`config.mk`:
```
export PLATFORM = sky130hd
export DESIGN_NAME = i2s_tx_serializer
export DESIGN_NICKNAME = d
export VERILOG_FILES = /design/src/rtl/i2s_pkg.sv /design/src/rtl/i2s_sample_fifo.sv /design/src/rtl/i2s_tx_serializer.sv
export SDC_FILE = /design/constraint.sdc
export NUM_CORES = 1
export LEC_CHECK = 0
export BUFFER_PORTS_ARGS = -buffer_cell sky130_fd_sc_hd__buf_4
export CAP_MARGIN = 25
export CORE_UTILIZATION = 60
export CTS_CLUSTER_DIAMETER = 200
export DETAILED_ROUTE_END_ITERATION = 10
export PLACE_DENSITY = 0.79
export SETUP_SLACK_MARGIN = 0.4
export SLEW_MARGIN = 20
export SYNTH_ARGS = -nofsm -noshare
export SYNTH_HDL_FRONTEND = slang
export SYNTH_SLANG_ARGS = --single-unit
export TNS_END_PERCENT = 50
```
`constraint.sdc`:
```
create_clock -name clk -period 9.8 [get_ports clk]
set_input_delay 0.49 -clock clk [delete_from_list [all_inputs] [get_ports clk]]
set_output_delay 0.49 -clock clk [all_outputs]
set_load 0.02 [all_outputs]
```
`src/rtl/i2s_pkg.sv`:
```
// Shared constants for the I2S transmit path: framing modes, channel tags
// and the width of the underflow counter.
package i2s_pkg;

   localparam logic I2S_MODE_PHILIPS = 1'b0;
   localparam logic I2S_MODE_LJ      = 1'b1;

   localparam logic LR_LEFT  = 1'b0;
   localparam logic LR_RIGHT = 1'b1;

   localparam int UCNT_W = 16;

endpackage : i2s_pkg

```
`src/rtl/i2s_sample_fifo.sv`:
```
// Synchronous sample FIFO with a combinational head read so the slot logic
// can inspect the channel tag of the oldest entry before deciding to pop.
module i2s_sample_fifo #(
   parameter int WIDTH = 25,
   parameter int DEPTH = 8
) (
   input  logic                       clk,
   input  logic                       rst,
   input  logic                       push,
   input  logic [WIDTH-1:0]           push_data,
   input  logic                       pop,
   output logic [WIDTH-1:0]           head_data,
   output logic                       full,
   output logic                       empty,
   output logic [$clog2(DEPTH):0]     level
);

   localparam int PTR_W = $clog2(DEPTH);
   localparam int LVL_W = PTR_W + 1;

   logic [WIDTH-1:0] mem [DEPTH];
   logic [PTR_W-1:0] wr_ptr_reg;
   logic [PTR_W-1:0] rd_ptr_reg;
   logic [LVL_W-1:0] level_reg;
   logic [LVL_W-1:0] level_next;
   logic             do_push;
   logic             do_pop;

   assign full      = (level_reg == LVL_W'(DEPTH));
   assign empty     = (level_reg == '0);
   assign level     = level_reg;
   assign head_data = mem[rd_ptr_reg];
   assign do_push   = push && !full;
   assign do_pop    = pop && !empty;

   always_comb begin
      level_next = level_reg;
      case ({do_push, do_pop})
         2'b10:   level_next = level_reg + LVL_W'(1);
         2'b01:   level_next = level_reg - LVL_W'(1);
         default: level_next = level_reg;
      endcase
   end

   // Storage carries no reset; a flush only needs the pointers cleared.
   always_ff @(posedge clk) begin
      if (do_push) begin
         mem[wr_ptr_reg] <= push_data;
      end
   end

   always_ff @(posedge clk or posedge rst) begin
      if (rst) begin
         wr_ptr_reg <= '0;
         rd_ptr_reg <= '0;
         level_reg  <= '0;
      end else begin
         if (do_push) wr_ptr_reg <= wr_ptr_reg + PTR_W'(1);
         if (do_pop)  rd_ptr_reg <= rd_ptr_reg + PTR_W'(1);
         level_reg <= level_next;
      end
   end

endmodule : i2s_sample_fifo

```
`src/rtl/i2s_tx_serializer.sv`:
```
// I2S transmitter: divides clk into bclk, walks slot/bit counters, pops
// channel-matched samples at slot start and shifts them out MSB first.
module i2s_tx_serializer
   import i2s_pkg::*;
#(
   parameter int SAMPLE_WIDTH = 24,
   parameter int SLOT_WIDTH   = 32,
   parameter int CLK_DIV      = 8,
   parameter int FIFO_DEPTH   = 8
) (
   input  logic                            clk,
   input  logic                            rst,
   input  logic                            enable,
   input  logic                            mode,
   input  logic                            sample_valid,
   output logic                            sample_ready,
   input  logic [SAMPLE_WIDTH-1:0]         sample_data,
   input  logic                            sample_lr,
   output logic [$clog2(FIFO_DEPTH):0]     fifo_level,
   output logic                            starved,
   output logic [UCNT_W-1:0]               underflow_count,
   output logic                            i2s_bclk,
   output logic                            i2s_lr,
   output logic                            i2s_data
);

   localparam int DIV_W   = $clog2(CLK_DIV);
   localparam int BIT_W   = (SLOT_WIDTH > 1) ? $clog2(SLOT_WIDTH) : 1;
   localparam int ENTRY_W = SAMPLE_WIDTH + 1;
   localparam int PAD_W   = SLOT_WIDTH - SAMPLE_WIDTH;

   logic [DIV_W-1:0]      div_reg, div_next;
   logic [BIT_W-1:0]      bit_reg, bit_next;
   logic                  ch_reg, ch_next;
   logic                  bclk_reg, bclk_next;
   logic                  lr_reg, lr_next;
   logic                  data_reg, data_next;
   logic                  prev_reg, prev_next;
   logic                  starved_reg, starved_next;
   logic                  mode_reg, mode_next;
   logic [SLOT_WIDTH-1:0] shift_reg, shift_next;
   logic [UCNT_W-1:0]     ucnt_reg, ucnt_next;

   logic                  tick;
   logic                  slot_start;
   logic                  eff_mode;
   logic                  lj_bit;
   logic [SLOT_WIDTH-1:0] load_val;
   logic                  fifo_push;
   logic                  fifo_pop;
   logic                  fifo_full;
   logic                  fifo_empty;
   logic [ENTRY_W-1:0]    head_entry;
   logic                  head_lr;
   logic [SAMPLE_WIDTH-1:0] head_sample;

   assign sample_ready = !fifo_full;
   assign fifo_push    = sample_valid && !fifo_full;
   assign head_lr      = head_entry[SAMPLE_WIDTH];
   assign head_sample  = head_entry[SAMPLE_WIDTH-1:0];

   i2s_sample_fifo #(
      .WIDTH (ENTRY_W),
      .DEPTH (FIFO_DEPTH)
   ) u_fifo (
      .clk       (clk),
      .rst       (rst),
      .push      (fifo_push),
      .push_data ({sample_lr, sample_data}),
      .pop       (fifo_pop),
      .head_data (head_entry),
      .full      (fifo_full),
      .empty     (fifo_empty),
      .level     (fifo_level)
   );

   // A tick is the clk cycle in which bclk falls and every pin updates.
   assign tick       = enable && (div_reg == DIV_W'(CLK_DIV - 1));
   assign slot_start = tick && (bit_reg == '0);
   // Mode is latched at each left-slot start and applies from that bit on.
   assign eff_mode   = (slot_start && ch_reg == LR_LEFT) ? mode : mode_reg;

   always_comb begin
      div_next     = div_reg;
      bit_next     = bit_reg;
      ch_next      = ch_reg;
      bclk_next    = bclk_reg;
      lr_next      = lr_reg;
      data_next    = data_reg;
      prev_next    = prev_reg;
      starved_next = starved_reg;
      mode_next    = mode_reg;
      shift_next   = shift_reg;
      ucnt_next    = ucnt_reg;
      fifo_pop     = 1'b0;
      lj_bit       = 1'b0;
      load_val     = '0;

      if (!enable) begin
         div_next     = '0;
         bit_next     = '0;
         ch_next      = LR_LEFT;
         bclk_next    = 1'b0;
         lr_next      = 1'b0;
         data_next    = 1'b0;
         prev_next    = 1'b0;
         starved_next = 1'b0;
         mode_next    = I2S_MODE_PHILIPS;
         shift_next   = '0;
      end else begin
         div_next  = tick ? '0 : div_reg + DIV_W'(1);
         bclk_next = (div_next >= DIV_W'(CLK_DIV / 2));
         if (tick) begin
            if (slot_start) begin
               lr_next = ch_reg;
               if (ch_reg == LR_LEFT) mode_next = mode;
               if (!fifo_empty && head_lr == ch_reg) begin
                  fifo_pop     = 1'b1;
                  load_val     = SLOT_WIDTH'(head_sample) << PAD_W;
                  starved_next = 1'b0;
               end else begin
                  // Empty FIFO or a head tagged for the other channel: mute
                  // this slot and leave the head in place to resync.
                  load_val     = '0;
                  starved_next = 1'b1;
                  if (ucnt_reg != '1) ucnt_next = ucnt_reg + UCNT_W'(1);
               end
               lj_bit     = load_val[SLOT_WIDTH-1];
               shift_next = load_val << 1;
            end else begin
               lj_bit     = shift_reg[SLOT_WIDTH-1];
               shift_next = shift_reg << 1;
            end
            data_next = (eff_mode == I2S_MODE_PHILIPS) ? prev_reg : lj_bit;
            prev_next = lj_bit;
            if (bit_reg == BIT_W'(SLOT_WIDTH - 1)) begin
               bit_next = '0;
               ch_next  = ~ch_reg;
            end else begin
               bit_next = bit_reg + BIT_W'(1);
            end
         end
      end
   end

   always_ff @(posedge clk or posedge rst) begin
      if (rst) begin
         div_reg     <= '0;
         bit_reg     <= '0;
         ch_reg      <= LR_LEFT;
         bclk_reg    <= 1'b0;
         lr_reg      <= 1'b0;
         data_reg    <= 1'b0;
         prev_reg    <= 1'b0;
         starved_reg <= 1'b0;
         mode_reg    <= I2S_MODE_PHILIPS;
         shift_reg   <= '0;
         ucnt_reg    <= '0;
      end else begin
         div_reg     <= div_next;
         bit_reg     <= bit_next;
         ch_reg      <= ch_next;
         bclk_reg    <= bclk_next;
         lr_reg      <= lr_next;
         data_reg    <= data_next;
         prev_reg    <= prev_next;
         starved_reg <= starved_next;
         mode_reg    <= mode_next;
         shift_reg   <= shift_next;
         ucnt_reg    <= ucnt_next;
      end
   end

   // Pins drop to 0 as soon as enable falls, not one cycle later.
   assign i2s_bclk        = enable && bclk_reg;
   assign i2s_lr          = enable && lr_reg;
   assign i2s_data        = enable && data_reg;
   assign starved         = enable && starved_reg;
   assign underflow_count = ucnt_reg;

endmodule : i2s_tx_serializer

```
==> reports/results.md <==
| Step | Item | This run |
|:---|:---|:---|
| status | Status | complete, no violations |
| floorplan | Starting Density | 0.619 |
| routing | Number of search-and-repair iterations in the first detailed-routing pass | 5 |
| placed design | Number of port buffers | 54 |
| worst hold path | Hold Crit Class | input port to register |
| synthesis | Total standard cell area after synthesis | 10,800 sq um |
| run | Max-cap violations | 0 |
| final layout | Final standard cell utilization of the core | 0.703 |
| floorplan | Die footprint | 18,500 sq um |
| sta | Worst setup margin | 6160 ps |
| sta | Period minus WS final | 3640 ps |
| sta | Slew Limit Headroom | 0.510 |
| clock tree | Buffers inserted by post-CTS timing repair | 0 |
| sta | Final Max Tran Viols | 0 |
| setup path | Cells along the critical path | mux2_1 > mux4_2 > mux2_4 > nand2_1 > inv_2 > ha_1 > ha_1 > a21o_1 > a21oi_1 > xnor2_1 > nor2_1 > xor2_1 |
| synthesis | Warnings from Yosys | 0 |
| routing | Antenna violation net count after detailed routing | 0 |
| placed design | Placed instance area | 11,400 sq um |
| setup path | Worst setup path category | register to register |
| clock tree | Master cell of the clock root buffer | clkbuf_16 |
| setup path | Buffers plus inverters on the worst setup path | 1 |
| floorplan | Die height | 136 um |
| setup path | Most repeated library cell on the critical path | ha_1 |
| sta | Hold slack final | 201 ps |
| final layout | Diode count | 0 |
| sta | Final hold violation count | 0 |
| sta | Max Freq | 0.275 GHz |
| setup path | Arrival time of data at the critical path endpoint | 4030 ps |
| synthesis | Commonest cells in the netlist | edfxtp_1 (200), dfrtp_1 (63), mux4_2 (49), nand2_1 (39) |
| synthesis | Cell types with the largest area share after synthesis | edfxtp_1 (56%), dfrtp_1 (15%), mux4_2 (10%) |
| final layout | Post-route design area | 12,200 sq um |
| placed design | Detailed placement HPWL | 11,000 um |
| synthesis | Total nets after synthesis | 667 |
| placed design | RD Place Congestion | 0.783 |
| final layout | Final net count | 727 |
| routing | Routed length per placed instance | 21.6 um |
| synthesis | Most common cell in the synthesized netlist | edfxtp_1 |
| sta | Slew at the pin closest to its max-slew limit | 735 ps |
| floorplan | Die Span X | 136 um |
| power and ir drop | Static leakage power | 4.33 nW |
| synthesis | Synthesized flop and latch total | 263 |
| synthesis | Distinct cells, synth | 44 |
| synthesis | Fraction of the yosys area taken by sequential cells | 0.704 |
| power and ir drop | Highest ir drop seen on vdd | 0.162 mV |
| setup path | Maximum fanout along the worst path | 40 |
| global route | Total Routing Usage GR | 0.232 |
| clock tree | Number of sinks on the clock net | 263 |
| setup path | Source of the worst register-to-register timing path | u_fifo.rd_ptr_reg[0] |
| synthesis | Post-synth EDFFs | 200 |
| setup path | CP endpoint kind | register |
| routing | DRC errors left | 0 |
| setup path | Longest individual stage delay on the worst path | 640 ps |
| routing | Count of routing violations after the opening detailed-route iteration | 346 |
| setup path | Critical path required time | 10,200 ps |
| sta | Portion of the clock cycle consumed by the worst path in the final layout | 0.371 |
| global route | Maximum number of pins on one net before global-route repair | 60 |
| synthesis | Synth Instances | 625 |
| clock tree | Clock-pin slew on the worst setup and hold paths | 60 ps |
| global route | Antenna violations before repair | 0 |
| sta | Final setup fails | 0 |
| clock tree | Clock tree from TritonCTS | built |
| clock tree | Latest clock arrival within the worst-skew pair | 520 ps |
| setup path | Slowest-stage cell, CP | dfrtp_4 |
| setup path | Worst Setup Start Kind | register |
| setup path | Critical path startpoint | u_fifo.rd_ptr_reg[0] |
| global route | First-pass GRT wire length | 32,100 um |
| routing | WL final | 20,000 um |
| floorplan | Standard-cell row count | 48 |
| final layout | Synth-to-layout area growth | 13.6% |
| floorplan | Core area | 17,400 sq um |
| routing | DR vias/cell | 6.15 |
| final layout | Area used by sequential logic in the layout | 7590 sq um |
| final layout | Fillers | 1,087 |
| power and ir drop | Total power divided by cell area | 215 nW/um^2 |
| synthesis | Ys async rst share | 0.240 |
| final layout | Flip-flop count of the largest register after layout | 200 |
| floorplan | I/O pin cnt | 55 |
| routing | Routed via count | 5,706 |
| synthesis | Share of the synthesized area in the top cell type | 0.557 |
| sta | Unrepaired setup endpoints after global routing | no |
| sta | Post-Route Skew | 12.8 ps |
| clock tree | Number of buffers between clock root and the deepest sink | 3 |
| synthesis | Syn_area_per_cell | 17.2 sq um |
| clock tree | Number of buffers inserted during clock tree synthesis | 25 |
| sta | Setup TNS | 0 ps |
| final layout | Layout cells sized above 1 | 0.292 |
| clock tree | H-tree depth | 1 |
| worst hold path | Worst Hold Launch | sample_data[6] |
| setup path | Cell family contributing the most delay on the critical path | multiplexers |
| global route | Remaining global-route overflow | 0 |
| synthesis | Yosys top cell by area | edfxtp_1 |
| synthesis | Dominant register cell in the synthesized netlist | edfxtp_1 |
| final layout | Area of the multi-input gates | 3050 sq um |
| global route | Vias in the first global route | 5,888 |
| placed design | Post-placement worst setup slack | 5570 ps |
[worst register-to-register path: cells and delay by family (launching register included)]
family | cells | cell delay, ps
DFF | 1 | 640
and+or+nand+nor | 2 | 290
muxes | 3 | 1390
adders and majority gates | 2 | 510
AOI/OAI and AO/OA | 2 | 360
xor gates and xnor gates | 2 | 290
buffers and inverters | 1 | 60
[power breakdown]
group / internal (W) / leakage, nW / switching, W / total, W
Clock: 0.000508 / 0.371 / 0.000380 / 0.000889
Combinational: 0.000128 / 1.30 / 0.000200 / 0.000328
Sequential: 0.00135 / 2.66 / 0.0000590 / 0.00141
Total: 0.00199 / 4.33 / 0.000640 / 0.00263
[cell type report]
cell class,instances,share of cell area
Clock buffer,33,0.0552
Tap cell,225,0.0230
Multi-Input combinational cell,318,0.249
Sequential cell,263,0.620
Inverter,8,0.00245
Timing Repair Buffer,69,0.0442
Clock inverter,12,0.00654
[final timing paths]
kind | end | slack (ps) | cells after the start
hold reg to reg | div_reg[0] | 460 | 1
setup reg to reg | u_fifo.level[3] | 6160 | 12
min in group asynchronous | u_fifo.level[3] | 440 | 3
max in group asynchronous | u_fifo.rd_ptr_reg[0] | 8370 | 4
hold / removal | u_fifo.mem[7][6] | 200 | 1
setup / recovery | u_fifo.level[3] | 6160 | 12
[repair_timing]
item,4_1_cts,5_1_grt
endpoints found under the hold margin,8,0
resized for setup,0,0
hold buffers,1,0
[cell families (layout without fill, tap and decap cells)]
group | after synthesis | in the layout | synth area share
DFF | 263 | 263 | 0.704
and+or+nand+nor | 135 | 135 | 0.0701
muxes | 89 | 89 | 0.144
AOI/OAI and AO/OA | 60 | 60 | 0.0312
buffers and inverters | 44 | 122 | 0.0172
xor gates and xnor gates | 22 | 22 | 0.0193
adders and majority gates | 12 | 12 | 0.0146
[through the flow]
step / cells / power (W)
6_report: 928 / 0.00263
5_1_grt: 928 / 0.00272
4_1_cts: 927 / 0.00264
3_5_place_dp: 881 / 0.00176
3_3_place_gp: 881 / 0.00174
2_1_floorplan: 625 / 0.00163
[metal layers]
metal,track usage,vias to the layer above,routed length (um)
li1,-,2567,-
met1,0.314,2926,8460
met2,0.395,178,10200
met3,0.0313,35,917
met4,0.0673,0,419
met5,0,-,0
[placed cells by master, fill, tap and decap left out, drive strengths merged, types with 3 or more instances in the layout]
cell / count
edfxtp: 200
buf: 68
dfrtp: 63
mux4: 49
nand2: 39
mux2: 33
clkbuf: 33
o21ai: 31
nand3: 31
a31oi: 24
xor2: 13
ha: 11
clkinv: 10
and2: 9
xnor2: 9
inv: 9
nor2: 9
nor3: 9
mux2i: 7
nor4: 7
nor2b: 6
and3: 6
nand2b: 3
nor3b: 3
Note: power is estimated with default switching activity, not from simulation.
